$ cat src/rtl/floor_request_queue_if.sv
// Request/status bundle between the car input panel, the motion controller and the
// floor request queue. The master side drives requests and pops; the slave side is the queue.
interface floor_request_queue_if #(
    parameter int unsigned NUM_FLOORS = 7,
    parameter int unsigned FLOOR_W    = 3
);
    logic                  r_nwr;
    logic [FLOOR_W-1:0]    requested_floor;
    logic                  clear;
    logic                  pop;
    logic [FLOOR_W-1:0]    next_floor;
    logic                  next_valid;
    logic [NUM_FLOORS-1:0] queue_status;
    logic [FLOOR_W-1:0]    count;
    logic                  full;

    modport master (
        output r_nwr, requested_floor, clear, pop,
        input  next_floor, next_valid, queue_status, count, full
    );

    modport slave (
        input  r_nwr, requested_floor, clear, pop,
        output next_floor, next_valid, queue_status, count, full
    );
endinterface

$ cat src/rtl/floor_request_queue.sv
// In-car floor request queue: deduplicating circular FIFO of pending floors with a
// per-floor membership bitmap that also drives the button lamps.
module floor_request_queue #(
    parameter int unsigned NUM_FLOORS = 7,
    parameter int unsigned FLOOR_W    = 3
) (
    input  logic                          clk,
    input  logic                          reset,
    floor_request_queue_if.slave          bus
);

    localparam logic [FLOOR_W-1:0]    LAST_PTR  = FLOOR_W'(NUM_FLOORS - 1);
    localparam logic [FLOOR_W:0]      NF_WIDE   = (FLOOR_W + 1)'(NUM_FLOORS);
    localparam logic [FLOOR_W-1:0]    FULL_CNT  = FLOOR_W'(NUM_FLOORS);
    localparam logic [NUM_FLOORS-1:0] ONE_BIT   = {{(NUM_FLOORS - 1){1'b0}}, 1'b1};

    logic [FLOOR_W-1:0]    mem [NUM_FLOORS];
    logic [FLOOR_W-1:0]    head_q, head_d;
    logic [FLOOR_W-1:0]    tail_q, tail_d;
    logic [FLOOR_W-1:0]    count_q, count_d;
    logic [NUM_FLOORS-1:0] status_q, status_d;

    logic                  empty;
    logic                  pop_fire;
    logic                  in_range;
    logic                  wr_en;
    logic [NUM_FLOORS-1:0] head_bit;
    logic [NUM_FLOORS-1:0] req_bit;
    logic [NUM_FLOORS-1:0] status_after_pop;

    function automatic logic [FLOOR_W-1:0] ptr_inc(input logic [FLOOR_W-1:0] p);
        return (p == LAST_PTR) ? '0 : p + FLOOR_W'(1);
    endfunction

    assign empty    = (count_q == '0);
    assign head_bit = ONE_BIT << mem[head_q];
    assign req_bit  = ONE_BIT << bus.requested_floor;

    // Next-state: clear wins, then pop, then write judged against the post-pop membership.
    always_comb begin
        head_d           = head_q;
        tail_d           = tail_q;
        count_d          = count_q;
        status_d         = status_q;
        wr_en            = 1'b0;
        pop_fire         = bus.pop && !empty;
        in_range         = ({1'b0, bus.requested_floor} < NF_WIDE);
        status_after_pop = pop_fire ? (status_q & ~head_bit) : status_q;

        if (bus.clear) begin
            head_d   = '0;
            tail_d   = '0;
            count_d  = '0;
            status_d = '0;
        end else begin
            // A re-request of the floor being popped is accepted since its bit is already gone.
            wr_en    = !bus.r_nwr && in_range && ((status_after_pop & req_bit) == '0);
            status_d = status_after_pop;
            if (pop_fire) begin
                head_d = ptr_inc(head_q);
            end
            if (wr_en) begin
                tail_d   = ptr_inc(tail_q);
                status_d = status_after_pop | req_bit;
            end
            unique case ({wr_en, pop_fire})
                2'b10:   count_d = count_q + FLOOR_W'(1);
                2'b01:   count_d = count_q - FLOOR_W'(1);
                default: count_d = count_q;
            endcase
        end
    end

    // State registers with asynchronous flush on reset.
    always_ff @(posedge clk or posedge reset) begin
        if (reset) begin
            head_q   <= '0;
            tail_q   <= '0;
            count_q  <= '0;
            status_q <= '0;
        end else begin
            head_q   <= head_d;
            tail_q   <= tail_d;
            count_q  <= count_d;
            status_q <= status_d;
        end
    end

    // Entry storage; only the tail slot is written when a request is accepted.
    always_ff @(posedge clk or posedge reset) begin
        if (reset) begin
            for (int i = 0; i < NUM_FLOORS; i++) begin
                mem[i] <= '0;
            end
        end else if (wr_en) begin
            mem[tail_q] <= bus.requested_floor;
        end
    end

    // Outputs decoded from registered state only.
    always_comb begin
        bus.next_floor   = empty ? '0 : mem[head_q];
        bus.next_valid   = !empty;
        bus.queue_status = status_q;
        bus.count        = count_q;
        bus.full         = (count_q == FULL_CNT);
    end

endmodule

$ cat src/flat_wrapper.sv
// flat-port wrapper written by rule: the top's interface ports become plain ports
module floor_request_queue_flat 
#(
    parameter int unsigned NUM_FLOORS = 7,
    parameter int unsigned FLOOR_W    = 3
)
  (clk, reset, bus_r_nwr, bus_requested_floor, bus_clear, bus_pop, bus_next_floor, bus_next_valid, bus_queue_status, bus_count, bus_full);
  floor_request_queue_if #(.NUM_FLOORS(NUM_FLOORS), .FLOOR_W(FLOOR_W)) bus_i ();
  input  logic clk;
  input  logic reset;
  input wire logic [$bits(bus_i.r_nwr)-1:0] bus_r_nwr;
  input wire logic [$bits(bus_i.requested_floor)-1:0] bus_requested_floor;
  input wire logic [$bits(bus_i.clear)-1:0] bus_clear;
  input wire logic [$bits(bus_i.pop)-1:0] bus_pop;
  output wire logic [$bits(bus_i.next_floor)-1:0] bus_next_floor;
  output wire logic [$bits(bus_i.next_valid)-1:0] bus_next_valid;
  output wire logic [$bits(bus_i.queue_status)-1:0] bus_queue_status;
  output wire logic [$bits(bus_i.count)-1:0] bus_count;
  output wire logic [$bits(bus_i.full)-1:0] bus_full;
  assign bus_i.r_nwr = bus_r_nwr;
  assign bus_i.requested_floor = bus_requested_floor;
  assign bus_i.clear = bus_clear;
  assign bus_i.pop = bus_pop;
  assign bus_next_floor = bus_i.next_floor;
  assign bus_next_valid = bus_i.next_valid;
  assign bus_queue_status = bus_i.queue_status;
  assign bus_count = bus_i.count;
  assign bus_full = bus_i.full;
  floor_request_queue #(.NUM_FLOORS(NUM_FLOORS), .FLOOR_W(FLOOR_W)) u_core (.clk(clk), .reset(reset), .bus(bus_i));
endmodule
$ cat config.mk
export PLATFORM = sky130hd
export DESIGN_NAME = floor_request_queue_flat
export DESIGN_NICKNAME = d
export VERILOG_FILES = /design/src/rtl/floor_request_queue_if.sv /design/src/rtl/floor_request_queue.sv /design/src/flat_wrapper.sv
export SDC_FILE = /design/constraint.sdc
export NUM_CORES = 1
export LEC_CHECK = 0
export ABC_AREA = 1
export BUFFER_PORTS_ARGS = -buffer_cell sky130_fd_sc_hd__buf_2
export CORE_MARGIN = 2
export CORE_UTILIZATION = 30
export DETAILED_ROUTE_END_ITERATION = 8
export PLACE_DENSITY = 0.44
export SETUP_SLACK_MARGIN = 0.5
export SLEW_MARGIN = 20
export SYNTH_ARGS = -nofsm -noshare
export SYNTH_HDL_FRONTEND = slang
export SYNTH_SLANG_ARGS = --single-unit
$ cat constraint.sdc
create_clock -name clk -period 5.8 [get_ports clk]
set_input_delay 0.58 -clock clk [delete_from_list [all_inputs] [get_ports clk]]
set_output_delay 0.58 -clock clk [all_outputs]
set_load 0.02 [all_outputs]
==> results of run 1 <==
## registers in the layout, summed over array words and instances (netlist names)
| signal | cells |
|---|---|
| u_core.bus.count | 3 |
| u_core.bus.queue_status | 7 |
| u_core.head_q | 3 |
| u_core.mem | 21 |
| u_core.tail_q | 3 |
## worst paths after layout
check	start	to	slack [ps]
min in group clk	u_core.mem[8]	u_core.mem[8]	480
min	reset	u_core.bus.queue_status[3]	390
max reg2reg	u_core.head_q[0]	u_core.bus.count[2]	2700
max in group asynchronous	reset	u_core.mem[17]	5070
min reg2reg	u_core.mem[8]	u_core.mem[8]	480
max	u_core.head_q[0]	u_core.bus.count[2]	2700
## metal layers
metal | part of all wire (%) | vias to the layer above | routed length, µm | global-route usage, %
met5 | 0 | - | 0 | 0
met4 | 0.50 | 0 | 29 | 4.96
met3 | 3.2 | 2 | 187 | 2.80
met2 | 44 | 35 | 2530 | 23.9
met1 | 52 | 899 | 3030 | 24.5
li1 | - | 1012 | - | -
## cells in the mapped netlist, drive strengths merged
library cell  instances  share of area (%)
o21ai                10                2.3
clkbuf                5               0.87
xnor2                 2               0.82
fa                    1               0.93
nor2                 24                5.5
buf                   5                2.2
o22ai                 1               0.29
o211ai                1               0.35
inv                  31                5.4
clkinv                1               0.17
nand4                12                3.5
nor3                  7                1.6
nand3                43                 10
dfrtp                37                 43
or2                   1               0.29
a21oi                 5                1.3
o21bai                1               0.35
nand2               116                 21
## worst reg2reg max path, delay by kind of cell, from the launching register on
kind	cells	cell delay (ps)
XOR/XNOR	1	190
flip-flops	1	620
AND/OR/NAND/NOR	15	1490
adder cells (fa/ha/maj)	1	370
buffers and inverters	3	330
## per-stage QoR
step	setup WS (ps)	hold WS (ps)	power (mW)	util, %
3_5_place_dp	2720	461	0.613	33.8
4_1_cts	2680	406	0.856	35.5
2_1_floorplan	3100	434	0.541	-
6_report	2700	393	0.844	35.5
3_3_place_gp	2730	458	0.615	33.8
5_1_grt	2290	445	0.916	35.5
## power breakdown
group | internal [mW] | total (mW) | switching [mW]
clock network | 0.140 | 0.239 | 0.0990
logic | 0.0869 | 0.272 | 0.186
registers | 0.292 | 0.332 | 0.0398
total | 0.520 | 0.844 | 0.324
## area by class of cell
| type | count | area [µm²] |
|---|---|---|
| Inverter | 32 | 120 |
| Clock inverter | 1 | 30.0 |
| Timing Repair Buffer | 23 | 118 |
| Tap cell | 96 | 120 |
| Sequential cell | 37 | 926 |
| Fill cell | 761 | 4430 |
| Clock buffer | 7 | 86.3 |
| Multi-Input combinational cell | 224 | 1040 |
## kinds of logic after synthesis
group / after synthesis / synth area share (%)
simple gates: 203 / 41.9
flops: 37 / 43.1
xor+xnor: 2 / 0.815
buf+inv: 42 / 8.61
compound gates: 18 / 4.66
fa+ha+maj: 1 / 0.931
==> impl_metrics.env, run 1 <==
export IMPL_syn_area_mm2=0.00215
export IMPL_cts_hold_repair_buffers=0
export IMPL_avgViaCountPerCell=4.64
export IMPL_numPlacedInstances=412
export IMPL_core_area_mm2=0.00687
export IMPL_maxCapViolations=0
export IMPL_critPathArrivalTime_ps=3290
export IMPL_yosysWarnings=0
export IMPL_cpMaxStageDelayCell="dfrtp_1"
export IMPL_final_common_cell="nand2_1"
export IMPL_layout_drive_gt1_share_pct=13.9
export IMPL_drtPass1Iterations=4
export IMPL_yosys_cell_types_count=26
export IMPL_setup_viol=0
export IMPL_fin_skew_ps=5.83
export IMPL_end_kind="register"
export IMPL_cts_sinks=37
export IMPL_yosysSeqAreaShare_pct=43.1
export IMPL_crit_type="register to register"
export IMPL_diodes=0
export IMPL_io_buffers=22
export IMPL_clk_pin_slew_ps=80
export IMPL_synth_seq_cells=37
export IMPL_path_depth=20
export IMPL_start_kind="register"
export IMPL_grt_pass1_wl_um=9650
export IMPL_dieArea_mm2=0.00786
export IMPL_fin_area_mm2=0.00244
export IMPL_rsz0062_at_grt="false"
export IMPL_grt_antenna_before_repair=0
export IMPL_cts_resized=0
export IMPL_fp_dieH_um=88.6
export IMPL_final_cell_mix="110 x nand2_1, 43 x nand3_1, 37 x dfrtp_1"
export IMPL_ant_nets=0
export IMPL_grt_usage_pct=16.3
export IMPL_finalHoldViolCount=0
export IMPL_status="finished, final reports clean"
export IMPL_crit_chain="inv_2, nand2_1, nand3_1, nand3_1, nand2_1, nor2_1, nand2_1, nand3_1, nand2_1, nor2_2, nand2_2, nand2_1, inv_1, fa_1, xnor2_1, inv_1, nand2_1, nand2_1, nand2_1, nand2_1"
export IMPL_post_cts_setup_buffer_count=0
export IMPL_final_cells=420
export IMPL_synth_nets=312
export IMPL_r2r_cells=20
export IMPL_crit_fanout=15
export IMPL_ir_worst_vdd_v=0.000145
export IMPL_syn_inst=303
export IMPL_layout_nets=332
export IMPL_fin_crit_ps=3100
export IMPL_cts_buffer_depth=2
export IMPL_max_slew_margin_pct=62.6
export IMPL_p_per_area_mw_per_mm2=346
export IMPL_worstMarginPinSlew_ps=559
export IMPL_final_max_slew_viol_count=0
export IMPL_hpwl_um=4280
export IMPL_fp_dieW_um=88.6
export IMPL_grt_pass1_vias=1859
export IMPL_drtIter0Drc=114
export IMPL_num_vias=1948
export IMPL_postPlaceCellArea_mm2=0.00232
export IMPL_rows=30
export IMPL_timing_final_crit_share_pct=53.5
export IMPL_initial_utilization_pct=31.3
export IMPL_cts_buffers=5
export IMPL_p_leak_nw=1.31
export IMPL_io_pins=23
export IMPL_crit_buf_inv=3
export IMPL_htreeDepth=2
export IMPL_hold_class="primary input to async pin"
export IMPL_cts_root_buf="clkbuf_8"
export IMPL_grt_overflow=0
export IMPL_cpLargestDelayFamily="simple AND/OR/NAND/NOR gates"
export IMPL_cpMostUsedCell="nand2_1"
export IMPL_tritoncts="done"
export IMPL_gp_congestion=0.801
export IMPL_required_ps=5990
export IMPL_clk_latency_ps=290
export IMPL_grt_max_degree=38
export IMPL_drc_errors=0
export IMPL_wire_per_inst_um=13.8
export IMPL_max_freq_mhz=322
export IMPL_wl_um=5780
export IMPL_area_delta_synth_final_pct=13.4
export IMPL_slowest_delay_ps=620
export IMPL_avgSynthCellArea_um2=7.09
export IMPL_finalSetupTns_ps=0
Power figures use the tool's default switching activity.
==> run 2: changes to the inputs <==
==> constraint.sdc (replaced) <==
create_clock -name clk -period 2.93 [get_ports clk]
set_input_delay 0.293 -clock clk [delete_from_list [all_inputs] [get_ports clk]]
set_output_delay 0.293 -clock clk [all_outputs]
set_load 0.02 [all_outputs]
==> run 2 against run 1 <==
  * Critical endpoint is now u_core.bus.queue_status[1]
  * Non-clock buffer count is 26 higher
  * Sequential share of layout area is 4.3 points lower
  * Final cell count is 6.4% higher
==> impl_metrics.env, run 2 (synthesis results as in run 1) <==
export IMPL_status="finished, final reports clean"
export IMPL_fin_area_mm2=0.00277
export IMPL_drc_errors=0
export IMPL_grt_pass1_vias=2033
export IMPL_numPlacedInstances=418
export IMPL_grt_max_degree=20
export IMPL_maxCapViolations=0
export IMPL_r2r_end="u_core.bus.queue_status[1]"
export IMPL_largest_register_ffs=21
export IMPL_r2r_cells=19
export IMPL_grt_overflow=0
export IMPL_rows=30
export IMPL_fp_dieH_um=88.6
export IMPL_cts_buffers=5
export IMPL_fin_skew_ps=11.2
export IMPL_critPathArrivalTime_ps=2870
export IMPL_layout_nets=359
export IMPL_final_max_slew_viol_count=0
export IMPL_layout_drive_gt1_share_pct=31.1
export IMPL_max_slew_margin_pct=47.1
export IMPL_crit_chain="buf_6, nand2_1, nand3_1, nand3_1, nand2_2, nor2_4, nand2_2, buf_6, buf_4, buf_4, buf_4, buf_4, buf_4, buf_4, buf_4, buf_4, buf_4, nand3_1, nand2_1"
export IMPL_final_common_cell="nand2_1"
export IMPL_cts_buffer_depth=2
export IMPL_clk_latency_ps=300
export IMPL_gp_congestion=0.871
export IMPL_io_buffers=22
export IMPL_setup_viol=0
export IMPL_diodes=0
export IMPL_finalSetupTns_ps=0
export IMPL_drtIter0Drc=119
export IMPL_power_frac_comb_pct=42.3
export IMPL_postPlaceCellArea_mm2=0.00239
export IMPL_wire_per_inst_um=13.9
export IMPL_required_ps=3130
export IMPL_cts_root_buf="clkbuf_8"
export IMPL_worstMarginPinSlew_ps=793
export IMPL_grt_usage_pct=17.1
export IMPL_p_int_mw=1.03
export IMPL_dieArea_mm2=0.00786
export IMPL_grt_antenna_before_repair=0
export IMPL_io_pins=23
export IMPL_htreeDepth=2
export IMPL_switching_share_pct=42.2
export IMPL_tritoncts="done"
export IMPL_wl_um=6230
export IMPL_fp_dieW_um=88.6
export IMPL_hold_class="primary input to async pin"
export IMPL_clkPwrFrac_pct=20.9
export IMPL_crit_type="register to register"
export IMPL_seq_power_share_pct=36.8
export IMPL_timing_final_crit_share_pct=91.3
export IMPL_core_area_mm2=0.00687
export IMPL_grt_pass1_wl_um=10200
export IMPL_crit_fanout=6
export IMPL_ir_worst_vdd_v=0.000248
export IMPL_finalHoldViolCount=0
export IMPL_num_vias=2112
export IMPL_start_kind="register"
export IMPL_initial_utilization_pct=31.3
export IMPL_max_freq_mhz=374
export IMPL_cpMaxStageDelayCell="dfrtp_2"
export IMPL_p_per_area_mw_per_mm2=643
export IMPL_regMostFlops="u_core.mem"
export IMPL_total_power_mw=1.78
export IMPL_avgViaCountPerCell=4.72
export IMPL_hpwl_um=4530
export IMPL_slowest_delay_ps=490
export IMPL_cpMostUsedCell="buf_4"
export IMPL_p_leak_nw=1.43
export IMPL_rsz0062_at_grt="true"
export IMPL_r2r_setup_slack_ps=260
export IMPL_fin_crit_ps=2670
export IMPL_final_cell_mix="97 x nand2_1, 35 x nand3_1, 32 x dfrtp_1"
export IMPL_drtPass1Iterations=5
export IMPL_timing_rr_start="u_core.head_q[0]"
export IMPL_cts_sinks=37
export IMPL_clk_pin_slew_ps=80
export IMPL_final_cells=447
export IMPL_ant_nets=0
export IMPL_end_kind="register"
export IMPL_area_delta_synth_final_pct=28.9
export IMPL_switchingPower_uw=751
-- run 2: critical path: cells and delay by family (launching register included) --
family | cells | cell delay, ps
buf+inv | 11 | 1360
flops | 1 | 490
simple gates | 8 | 730
-- run 2: power by group through the flow --
stage          clock [mW]  sequential, mW  combinational (mW)
3_3_place_gp            0           0.660               0.591
4_1_cts             0.386           0.651               0.694
2_1_floorplan           0           0.655               0.435
6_report            0.372           0.655               0.755
5_1_grt             0.404           0.666               0.850
3_5_place_dp            0           0.661               0.586
-- run 2: layer usage --
layer / global-route usage, % / vias up / part of all wire, %
li1: - / 1068 / -
met1: 24.7 / 987 / 51
met2: 25.6 / 46 / 44
met3: 3.45 / 11 / 3.7
met4: 5.51 / 0 / 1.6
met5: 0 / - / 0
-- run 2: per-stage QoR --
| stage | hold WS, ps | setup WS (ps) | util [%] |
|---|---|---|---|
| after floorplan | 433 | 415 | - |
| after global placement | 456 | 189 | 34.8 |
| after detailed placement | 458 | 150 | 34.8 |
| after CTS | 156 | 384 | 38.8 |
| after global routing | 208 | 73.7 | 40.3 |
| final | 136 | 256 | 40.3 |
-- run 2: how the worst max path moves through the flow --
stage	endpoint	slack, ps	from
2_1_floorplan	u_core.bus.count[2]	410	u_core.head_q[0]
3_3_place_gp	u_core.bus.count[2]	190	u_core.head_q[0]
3_5_place_dp	u_core.bus.count[2]	150	u_core.head_q[0]
4_1_cts	u_core.bus.count[2]	380	u_core.head_q[0]
5_1_grt	u_core.bus.count[2]	70	u_core.head_q[0]
6_report	u_core.bus.queue_status[1]	260	u_core.head_q[0]
-- run 2: what timing repair did --
action	4_1_cts	5_1_grt
gates resized for setup	25	18
setup buffers	15	5
hold endpoints to repair	0	0
hold buffers	0	0
pin swaps	16	16
endpoints found under the setup margin	32	34
cloned	0	1
-- run 2: area by class of cell --
| cell class | instances | area [µm²] |
|---|---|---|
| Clock buffer | 6 | 72.6 |
| Inverter | 32 | 125 |
| Fill cell | 730 | 4100 |
| Timing Repair inverter | 1 | 5.00 |
| Timing Repair Buffer | 49 | 324 |
| Multi-Input combinational cell | 224 | 1180 |
| Sequential cell | 37 | 932 |
| Clock inverter | 2 | 15.0 |
| Tap cell | 96 | 120 |
==> run 3: changes to the inputs <==
--- a/config.mk
+++ b/config.mk
@@ -8,9 +8,9 @@
 export ABC_AREA = 1
 export BUFFER_PORTS_ARGS = -buffer_cell sky130_fd_sc_hd__buf_2
 export CORE_MARGIN = 2
-export CORE_UTILIZATION = 30
+export CORE_UTILIZATION = 45
 export DETAILED_ROUTE_END_ITERATION = 8
-export PLACE_DENSITY = 0.44
+export PLACE_DENSITY = 0.62
 export SETUP_SLACK_MARGIN = 0.5
 export SLEW_MARGIN = 20
 export SYNTH_ARGS = -nofsm -noshare
==> run 3 against run 2 <==
  * Worst setup slack gained 3.1 ps
  * Final area fell by 4.8%
  * Combinational power shrank 1%
  * Clock power is 2% higher
==> impl_metrics.env, run 3 (synthesis results as in run 1) <==
export IMPL_status="finished, final reports clean"
export IMPL_crit_type="register to register"
export IMPL_end_kind="register"
export IMPL_r2r_end="u_core.bus.count[2]"
export IMPL_fp_dieH_um=73.1
export IMPL_ant_nets=0
export IMPL_maxCapViolations=0
export IMPL_cts_hold_repair_buffers=0
export IMPL_area_delta_synth_final_pct=22.6
export IMPL_wire_per_inst_um=14.8
export IMPL_required_ps=3120
export IMPL_switching_share_pct=41.5
export IMPL_grt_pass1_wl_um=9110
export IMPL_max_freq_mhz=374
export IMPL_cts_root_buf="clkbuf_8"
export IMPL_critPathArrivalTime_ps=2870
export IMPL_tritoncts="done"
export IMPL_r2r_setup_slack_ps=260
export IMPL_hold_class="primary input to async pin"
export IMPL_num_vias=2091
export IMPL_hpwl_um=3970
export IMPL_power_frac_comb_pct=41.9
export IMPL_fp_dieW_um=73.1
export IMPL_avgViaCountPerCell=5.35
export IMPL_total_power_mw=1.78
export IMPL_seq_power_share_pct=36.8
export IMPL_drtPass1Iterations=4
export IMPL_cts_buffer_depth=2
export IMPL_layout_nets=346
export IMPL_start_kind="register"
export IMPL_grt_usage_pct=22.8
export IMPL_grt_pass1_vias=1876
export IMPL_max_slew_margin_pct=64.5
export IMPL_drtIter0Drc=115
export IMPL_cts_buffers=5
export IMPL_p_int_mw=1.04
export IMPL_rows=25
export IMPL_numPlacedInstances=374
export IMPL_clk_pin_slew_ps=80
export IMPL_initial_utilization_pct=46.1
export IMPL_final_cells=391
export IMPL_ir_worst_vdd_v=0.000291
export IMPL_regMostFlops="u_core.mem"
export IMPL_wl_um=5800
export IMPL_finalSetupTns_ps=0
export IMPL_grt_antenna_before_repair=0
export IMPL_finalHoldViolCount=0
export IMPL_final_cell_mix="89 x nand2_1, 35 x nand3_1, 33 x dfrtp_1"
export IMPL_final_common_cell="nand2_1"
export IMPL_core_area_mm2=0.00466
export IMPL_dieArea_mm2=0.00535
export IMPL_rsz0062_at_grt="true"
export IMPL_clk_latency_ps=300
export IMPL_cts_sinks=37
export IMPL_grt_max_degree=38
export IMPL_setup_viol=0
export IMPL_worstMarginPinSlew_ps=531
export IMPL_drc_errors=0
export IMPL_crit_fanout=7
export IMPL_timing_rr_start="u_core.head_q[0]"
export IMPL_io_pins=23
export IMPL_switchingPower_uw=737
export IMPL_grt_overflow=0
export IMPL_r2r_cells=20
export IMPL_layout_drive_gt1_share_pct=30.0
export IMPL_clkPwrFrac_pct=21.3
export IMPL_p_per_area_mw_per_mm2=674
export IMPL_fin_skew_ps=9.30
export IMPL_fin_crit_ps=2670
export IMPL_io_buffers=22
export IMPL_largest_register_ffs=21
export IMPL_diodes=0
export IMPL_final_max_slew_viol_count=0
export IMPL_timing_final_crit_share_pct=91.2
export IMPL_gp_congestion=0.875
export IMPL_fillers=429
export IMPL_htreeDepth=2
export IMPL_p_leak_nw=1.39
-- run 3: critical path, stage by stage (launching register included) --
cell	delay, ps
dfrtp_2	470
inv_4	120
buf_6	130
nand3_1	100
nand3_1	120
nand2_2	100
nor2_4	140
nand2_2	80
nand3_1	100
nand2_2	70
nor2_4	110
nand2_2	80
nand2_2	70
inv_2	40
fa_2	340
xnor2_2	180
inv_1	60
nand2_1	80
nand2_1	60
nand2_1	60
nand2_1	40
-- run 3: layout make-up --
cell class | count | area, µm² | area share (%)
inverter | 32 | 123 | 4.65
tap | 54 | 67.6 | 2.56
multi-input combinational | 224 | 1200 | 45.5
timing repair buffer | 37 | 230 | 8.73
sequential | 37 | 931 | 35.3
clock buffer | 7 | 86.3 | 3.27
-- run 3: how the worst max path moves through the flow --
| stage | from | to | depth (start not counted) |
|---|---|---|---|
| final | u_core.head_q[0] | u_core.bus.count[2] | 20 |
| after global routing | u_core.head_q[0] | u_core.bus.count[2] | 22 |
| after CTS | u_core.head_q[0] | u_core.bus.count[2] | 23 |
| after detailed placement | u_core.head_q[0] | u_core.bus.count[2] | 21 |
| after global placement | u_core.head_q[0] | u_core.bus.count[2] | 21 |
| after floorplan | u_core.head_q[0] | u_core.bus.count[2] | 22 |
-- run 3: metrics by stage --
| stage | area, µm² | worst slack (ps) | utilization, % | hold slack (ps) |
|---|---|---|---|---|
| after floorplan | 2180 | 415 | - | 433 |
| final | 2640 | 259 | 56.6 | 78.8 |
| after global placement | 2320 | 262 | 49.9 | 423 |
| after detailed placement | 2320 | 224 | 49.9 | 430 |
| after global routing | 2640 | 84.3 | 56.6 | 143 |
| after CTS | 2490 | 338 | 53.5 | 112 |
-- run 3: power groups by stage --
| stage | registers (mW) | clock network [mW] | logic (mW) |
|---|---|---|---|
| after floorplan | 0.655 | 0 | 0.435 |
| after global placement | 0.658 | 0 | 0.561 |
| after detailed placement | 0.659 | 0 | 0.562 |
| after CTS | 0.651 | 0.379 | 0.632 |
| after global routing | 0.665 | 0.399 | 0.823 |
| final | 0.653 | 0.379 | 0.744 |
-- run 3: per-layer routing --
| metal | part of all wire [%] | vias to the layer above | GRT usage, % |
|---|---|---|---|
| met4 | 2.4 | 0 | 8.64 |
| met3 | 5.7 | 10 | 4.83 |
| met5 | 0 | - | 0 |
| met1 | 47 | 986 | 33.5 |
| li1 | - | 1037 | - |
| met2 | 45 | 58 | 32.6 |
-- run 3: repair_timing --
| action | in CTS | in global routing |
|---|---|---|
| setup buffers | 6 | 4 |
| gates resized for setup | 15 | 33 |
| endpoints found under the setup margin | 32 | 34 |
| pin swaps | 16 | 15 |
| gates cloned | 0 | 0 |
